<file path="config.mk">
export PLATFORM = sky130hd
export DESIGN_NAME = alu_issue_seq_flat
export DESIGN_NICKNAME = d
export VERILOG_FILES = /design/src/rtl/alu_issue_seq_if.sv /design/src/rtl/alu_issue_seq.sv /design/src/flat_wrapper.sv
export SDC_FILE = /design/constraint.sdc
export NUM_CORES = 1
export LEC_CHECK = 0
export BUFFER_PORTS_ARGS = -buffer_cell sky130_fd_sc_hd__clkbuf_2
export CAP_MARGIN = 20
export CORE_ASPECT_RATIO = 2
export CORE_MARGIN = 2
export CORE_UTILIZATION = 55
export CTS_BUF_LIST = sky130_fd_sc_hd__clkbuf_4 sky130_fd_sc_hd__clkbuf_8 sky130_fd_sc_hd__clkbuf_16
export CTS_CLUSTER_DIAMETER = 120
export CTS_CLUSTER_SIZE = 25
export DETAILED_ROUTE_END_ITERATION = 7
export PLACE_DENSITY = 0.78
export SYNTH_ARGS = -nofsm -noshare
export SYNTH_HDL_FRONTEND = slang
export SYNTH_SLANG_ARGS = --single-unit
</file>
<file path="constraint.sdc">
create_clock -name clk -period 8.9 [get_ports clk]
set_clock_uncertainty 0.1 [all_clocks]
set_input_delay 0.89 -clock clk [delete_from_list [all_inputs] [get_ports clk]]
set_output_delay 0.89 -clock clk [all_outputs]
set_load 0.1 [all_outputs]
</file>
<file path="src/rtl/alu_issue_seq_if.sv">
// alu_issue_seq_if: instruction request and response handshake bundle for the ALU sequencer
interface alu_issue_seq_if #(
  parameter int DATA_W = 8,
  parameter int REG_AW = 3,
  parameter int OPC_W  = 4
);
  logic                      in_valid;
  logic                      in_ready;
  logic [OPC_W+3*REG_AW:0]   in_instr;
  logic                      out_valid;
  logic                      out_ready;
  logic [DATA_W-1:0]         out_result;
  logic [REG_AW-1:0]         out_rd;
  logic [3:0]                status;
  modport master (
    output in_valid, in_instr, out_ready,
    input  in_ready, out_valid, out_result, out_rd, status
  );
  modport slave (
    input  in_valid, in_instr, out_ready,
    output in_ready, out_valid, out_result, out_rd, status
  );
endinterface

</file>
<file path="src/rtl/alu_issue_seq.sv">
// alu_issue_seq: single-issue sequencer feeding an external ALU from a small register file
module alu_issue_seq #(
  parameter int DATA_W = 8,
  parameter int REG_AW = 3,
  parameter int OPC_W  = 4
) (
  input  logic              clk,
  input  logic              rst,
  alu_issue_seq_if.slave    bus,
  input  logic              ld_valid,
  input  logic [REG_AW-1:0] ld_addr,
  input  logic [DATA_W-1:0] ld_data,
  output logic [DATA_W-1:0] alu_a,
  output logic [DATA_W-1:0] alu_b,
  output logic [OPC_W-1:0]  alu_opcode,
  input  logic [DATA_W-1:0] alu_result,
  input  logic [3:0]        alu_flags,
  input  logic [REG_AW-1:0] dbg_addr,
  output logic [DATA_W-1:0] dbg_data
);
  localparam int IW = OPC_W + 3*REG_AW + 1;
  localparam int NR = 2**REG_AW;
  localparam logic [1:0] IDLE = 2'd0;
  localparam logic [1:0] EXEC = 2'd1;
  localparam logic [1:0] RESP = 2'd2;
  logic [1:0]        state;
  logic [REG_AW-1:0] rd;
  logic              wb;
  logic [DATA_W-1:0] regs [NR];
  logic [OPC_W-1:0]  in_op;
  logic [REG_AW-1:0] in_rd, in_rs1, in_rs2;
  logic              in_wb;
  assign {in_op, in_rd, in_rs1, in_rs2, in_wb} = bus.in_instr[IW-1:0];
  assign bus.in_ready  = (state == IDLE) && !rst;
  assign bus.out_valid = (state == RESP);
  assign dbg_data      = regs[dbg_addr];
  // sequencing: operands are registered on accept so the ALU sees a stable cycle in EXEC
  always_ff @(posedge clk or posedge rst) begin
    if (rst) begin
      state          <= IDLE;
      rd             <= '0;
      wb             <= 1'b0;
      alu_a          <= '0;
      alu_b          <= '0;
      alu_opcode     <= '0;
      bus.out_result <= '0;
      bus.out_rd     <= '0;
      bus.status     <= '0;
    end else begin
      case (state)
        IDLE: if (bus.in_valid) begin
          state      <= EXEC;
          rd         <= in_rd;
          wb         <= in_wb;
          alu_a      <= regs[in_rs1];
          alu_b      <= regs[in_rs2];
          alu_opcode <= in_op;
        end
        EXEC: begin
          state          <= RESP;
          bus.out_result <= alu_result;
          bus.out_rd     <= rd;
          bus.status     <= alu_flags;
        end
        RESP: if (bus.out_ready) state <= IDLE;
        default: state <= IDLE;
      endcase
    end
  end
  // register file: R0 stays zero, writeback is applied after preload so it wins on a collision
  always_ff @(posedge clk or posedge rst) begin
    if (rst) begin
      for (int i = 0; i < NR; i++) regs[i] <= '0;
    end else begin
      regs[0] <= '0;
      for (int i = 1; i < NR; i++) begin
        if (ld_valid && ld_addr == REG_AW'(i)) regs[i] <= ld_data;
        if (state == EXEC && wb && rd == REG_AW'(i)) regs[i] <= alu_result;
      end
    end
  end
endmodule

</file>
<file path="src/flat_wrapper.sv">
// flat-port wrapper written by rule: the top's interface ports become plain ports
module alu_issue_seq_flat 
#(
  parameter int DATA_W = 8,
  parameter int REG_AW = 3,
  parameter int OPC_W  = 4
)
  (clk, rst, ld_valid, ld_addr, ld_data, alu_a, alu_b, alu_opcode, alu_result, alu_flags, dbg_addr, dbg_data, bus_in_valid, bus_in_instr, bus_out_ready, bus_in_ready, bus_out_valid, bus_out_result, bus_out_rd, bus_status);
  alu_issue_seq_if #(.DATA_W(DATA_W), .REG_AW(REG_AW), .OPC_W(OPC_W)) bus_i ();
  input  logic clk;
  input  logic rst;
  input  logic ld_valid;
  input  logic [REG_AW-1:0] ld_addr;
  input  logic [DATA_W-1:0] ld_data;
  output logic [DATA_W-1:0] alu_a;
  output logic [DATA_W-1:0] alu_b;
  output logic [OPC_W-1:0] alu_opcode;
  input  logic [DATA_W-1:0] alu_result;
  input  logic [3:0] alu_flags;
  input  logic [REG_AW-1:0] dbg_addr;
  output logic [DATA_W-1:0] dbg_data;
  input wire logic [$bits(bus_i.in_valid)-1:0] bus_in_valid;
  input wire logic [$bits(bus_i.in_instr)-1:0] bus_in_instr;
  input wire logic [$bits(bus_i.out_ready)-1:0] bus_out_ready;
  output wire logic [$bits(bus_i.in_ready)-1:0] bus_in_ready;
  output wire logic [$bits(bus_i.out_valid)-1:0] bus_out_valid;
  output wire logic [$bits(bus_i.out_result)-1:0] bus_out_result;
  output wire logic [$bits(bus_i.out_rd)-1:0] bus_out_rd;
  output wire logic [$bits(bus_i.status)-1:0] bus_status;
  assign bus_i.in_valid = bus_in_valid;
  assign bus_i.in_instr = bus_in_instr;
  assign bus_i.out_ready = bus_out_ready;
  assign bus_in_ready = bus_i.in_ready;
  assign bus_out_valid = bus_i.out_valid;
  assign bus_out_result = bus_i.out_result;
  assign bus_out_rd = bus_i.out_rd;
  assign bus_status = bus_i.status;
  alu_issue_seq #(.DATA_W(DATA_W), .REG_AW(REG_AW), .OPC_W(OPC_W)) u_core (.clk(clk), .rst(rst), .bus(bus_i), .ld_valid(ld_valid), .ld_addr(ld_addr), .ld_data(ld_data), .alu_a(alu_a), .alu_b(alu_b), .alu_opcode(alu_opcode), .alu_result(alu_result), .alu_flags(alu_flags), .dbg_addr(dbg_addr), .dbg_data(dbg_data));
endmodule
</file>
# Word-level counts from Yosys, hierarchy flattened
# Cells that the tools add are included.
[op_classes] n_reduce_logical=27 n_addsub=0 n_eq_ne=18 mul=0 muxes=26 bitwise_logic=3 magnitude_cmp=3 shift=0 div=0
[ops] cell="8-bit two-way mux" n=20
[ops] cell="8-bit binary-select mux with 3-bit select" n=3
[ops] cell="3-bit == test, second input constant" n=8
[ops] cell="1-bit logical AND" n=16
[ops] cell="2-bit nonzero test" n=7
[ops] cell="3-bit by 2-bit == test with 1-bit output, second input constant" n=4
[ops] cell="4-bit >= comparator, second input constant" n=3
[ops] cell="3-bit NOT with 4-bit output" n=3
[ops] cell="3-bit by 1-bit == test with 1-bit output, second input constant" n=2
[ops] cell="2-bit one-hot mux with 3 select lines" n=1
[ops] cell="2-bit two-way mux" n=2
[ops] cell="2-bit != test, second input constant" n=2
[ops] cell="2-bit AND reduction" n=2
[ops] cell="2-bit by 1-bit == test with 1-bit output, second input constant" n=1
[ops] cell="2-bit == test, second input constant" n=1
[ops] cell="2-bit zero test" n=1
[ops] cell="1-bit zero test" n=1
[word_totals] mem_count=0 rom_bits=0 regBits=97 mem_bits_rw=0 latchBits=0 in_bits=45

# Depth between registers and ports, before layout
[depth] ltp_word=4 depth_mapped=6

# Least setup slack after synthesis
# Ideal clock, no wire load.
[synth_timing] kind="input port to output port" startpoint="in dbg_addr[1]" endpoint="out dbg_data[7]" n_path_buf=2 path_slack_ns=4.273 t_arrival_ns=3.637 path_stages=5 path_cell_list="buf_2 > nor2b_1 > clkbuf_1 > a22oi_1 > o21ai_0"
[synth_via] elab_chain_cells=4
[synth_lines] item="from (decl)" line_no="flat_wrapper.sv:20" source="input logic [REG_AW-1:0] dbg_addr;"
[synth_lines] item="3-bit NOT with 4-bit output (implied by the code)" line_no="alu_issue_seq.sv:36" source="assign dbg_data = regs[dbg_addr];"
[synth_lines] item="8-bit binary-select mux with 3-bit select" line_no="alu_issue_seq.sv:36"
[synth_lines] item="8-bit two-way mux (implied by the code) (2 in a row)" line_no="alu_issue_seq.sv:36"
[synth_lines] item="to (decl)" line_no="flat_wrapper.sv:21" source="output logic [DATA_W-1:0] dbg_data;"
# Every way passes these cells. The select of a mux whose other input is x is not followed.

# Worst setup path in the final report
# Ends and elaborated chain as after synthesis.

==> metrics.txt <==
Final Setup Violations 0; Slew headroom between 20% and 30%; synth warn 0; top sig layer met4; Post-CTS Resized 0; Final Hold Vio Count 0; WP data required roughly 7.9 ns; WP buf/inv 2; antenna violations before repair 0; Netlist cell types 35; DRC viols 0; Seq/Total Area, Yosys ~43%; Worst Tran Pin Value 1.104 ns; worst path cell trace clkbuf_2 -> nor2b_1 -> a22oi_1 -> o21ai_0 -> clkbuf_2; CTS Sinks 97; max-slew violations 0; met3 wire length between 800 and 900 um; Initial Utilization between 50% and 60%; crit path max fanout 17; most frequent cells in the layout dfrtp_1, mux2i_1, clkbuf_2, nand2_1, o21ai_0; Compound-Gate Fraction of Synth Area 14.71%; Syn Nets 568; Ports 90; crit path DAT 3.04 ns; critical path class in2out; pre-CTS worst setup slack 4.974 ns; period utilisation layout 45.26%; Adder-Cell Fraction of Synth Area 0%; Post-CTS Setup Bufs 0; post-route cell area 6326 um^2; GPL Wtd Cong approximately 0.96; most common cell after layout, fill and taps aside dfrtp_1; Vias/cell 6.451; Worst Setup End Kind output pin; Synth Area in Simple Gates 8.767%; Post-Syn Instances 523; Max Cap Violations 0; main combinational cell family by area after synthesis multiplexers; clock transition at the registers of the reported paths roughly 0.060 ns; overall routing resource usage 31.46%; WL final 16.51 mm; CP max-delay cell nor2b_1; Post-synth top flop dfrtp_1; Yosys reg bits 97; max frequency 248.3 MHz; Area after DPL 6042 um^2; Leak a little under 3 nW; share of layout cells above drive strength 1 28.55%; fin crit period about 4.0 ns; CP max stage delay 0.61 ns; Root Buffer clkbuf_16; drt first-iter violations about 450; min setup slack post-route slightly below 5 ns; Cell Rows 52; status completed; Area growth syn-to-layout 13.36%; DIE AREA 11020 um^2; TritonRoute pass-1 iters 7; Detail Placement HPWL 11.97 mm; RSZ-0062 raised after global routing false; EDFF count, synth 0; Worst VDD drop 0.3472 mV; TritonCTS clock tree done; routed via count 4645; CTS buffer count 9; number of global-route vias before repair roughly 4.6k; mux share of post-synthesis cell area between 20% and 30%; Cell Area, Synth 5580 um^2; DIE WIDTH around 75 um; Mean Syn Cell Area 10.67 um^2; Hold Path Class reg2reg; Post-CTS Hold Buffers 0; clk_lat worst skew 0.35 ns; # diodes 0; clk buf depth 2; first-pass GRT wire length 25.38 mm; M1 WL 5.985 mm; # H-tree levels 3; ys async rst share 100.0%; pwr dens 426.0 nW/um^2; largest net degree at the start of global routing 51; DR WL met2 between 8 and 9 mm; CP Launch Type input pin; Setup TNS 0 ns; XOR/XNOR Fraction of Synth Area 0%; WL/cell 22.93 um; Antenna Nets Post-Route 0; Top Family by Delay on Critical Path buffers and inverters; port buffer count 89; die height around 150 um; Core Area about 10000 um^2; Total Nets Final between 600 and 700; most frequent CP cell clkbuf_2; GRT Residual Overflow 0
-- path summary, 6_finish.rpt --
| kind | startpoint | slack (ns) | depth (start not counted) | end |
|---|---|---|---|---|
| worst max register to register | u_core.state[0]$_DFFE_PP0P_ | 6.84 | 3 | u_core.regs[35]$_DFFE_PP0P_ |
| min in group asynchronous | rst | 0.58 | 2 | u_core.wb$_DFFE_PP0P_ |
| worst min register to register | u_core.bus.out_result[1]$_DFFE_PP0N_ | 0.41 | 1 | u_core.bus.out_result[1]$_DFFE_PP0N_ |
| worst max-delay path | dbg_addr[1] | 4.87 | 5 | dbg_data[7] |
| max in group asynchronous | rst | 7.00 | 3 | u_core.regs[40]$_DFFE_PP0P_ |
| worst min-delay path | u_core.bus.out_result[1]$_DFFE_PP0N_ | 0.41 | 1 | u_core.bus.out_result[1]$_DFFE_PP0N_ |
-- power by group --
| part | total, mW | internal [mW] | switching [mW] |
|---|---|---|---|
| registers | 0.905 | 0.663 | 0.242 |
| clock network | 0.364 | 0.195 | 0.169 |
| logic | 1.43 | 0.376 | 1.05 |
-- stage by stage --
stage	util [%]	std cells	hold slack (ns)	power, mW
6_report	63.14	720	0.4084	2.695
5_1_grt	63.14	720	0.4239	2.806
3_5_place_dp	60.30	703	0.3929	2.328
3_3_place_gp	60.30	703	0.3891	2.298
4_1_cts	63.02	719	0.4076	2.691
2_1_floorplan	-	523	0.4527	2.016
-- cells by family (layout without fill, tap and decap cells) --
kind of cell    after synthesis  count (layout)
mux                         143             143
compound gates              128             128
flops                        97              97
buf+inv                      57             119
simple gates                 98              98
-- state kept, by name, summed over array words and instances, names as in the netlist --
signal and cells:
u_core.regs 56, u_core.alu_a 8, u_core.alu_b 8, u_core.bus.out_result 8, u_core.alu_opcode 4, u_core.bus.status 4, u_core.bus.out_rd 3, u_core.rd 3
u_core.state 2, u_core.wb 1
-- area by class of cell --
class                           count  area [um^2]
Fill cell                         865         3694
Clock inverter                      5        32.53
Tap cell                          135        168.9
Clock buffer                       11        240.2
Inverter                           10        38.79
Sequential cell                    97         2427
Multi-Input combinational cell    369         2939
Timing Repair Buffer               93        479.2
-- synthesized netlist by cell type, types with 2 or more instances --
cell type   n  share of area [%]
mux2i_1    94                 17
clkbuf_1   22                1.5
a22oi_1     8                1.1
nor2_2      2               0.22
nor4bb_1    2               0.36
o221ai_1   15                2.4
mux2_2     40                8.1
nand4b_1    3               0.47
nor2b_1     4               0.45
buf_2      18                1.6
a211oi_1    8                1.1
mux4_2      9                3.6
nor3_1      2               0.18
a21oi_1    24                2.2
inv_1      10               0.67
nand2b_1    5               0.56
a221oi_1    7                1.1
nand2_1    54                3.6
o21ai_0    49                4.4
o22a_1     15                2.4
dfrtp_1    97                 43
nor3_4      2               0.58
clkbuf_2    4               0.36
buf_1       2               0.13
nor2_1     17                1.1
-- layer usage --
layer,global-route usage [%],vias up
met3,4.486,74
li1,-,2058
met1,37.08,2269
met2,51.67,244
met4,20.09,0
met5,0,-
(Power assumes the default switching activity.)
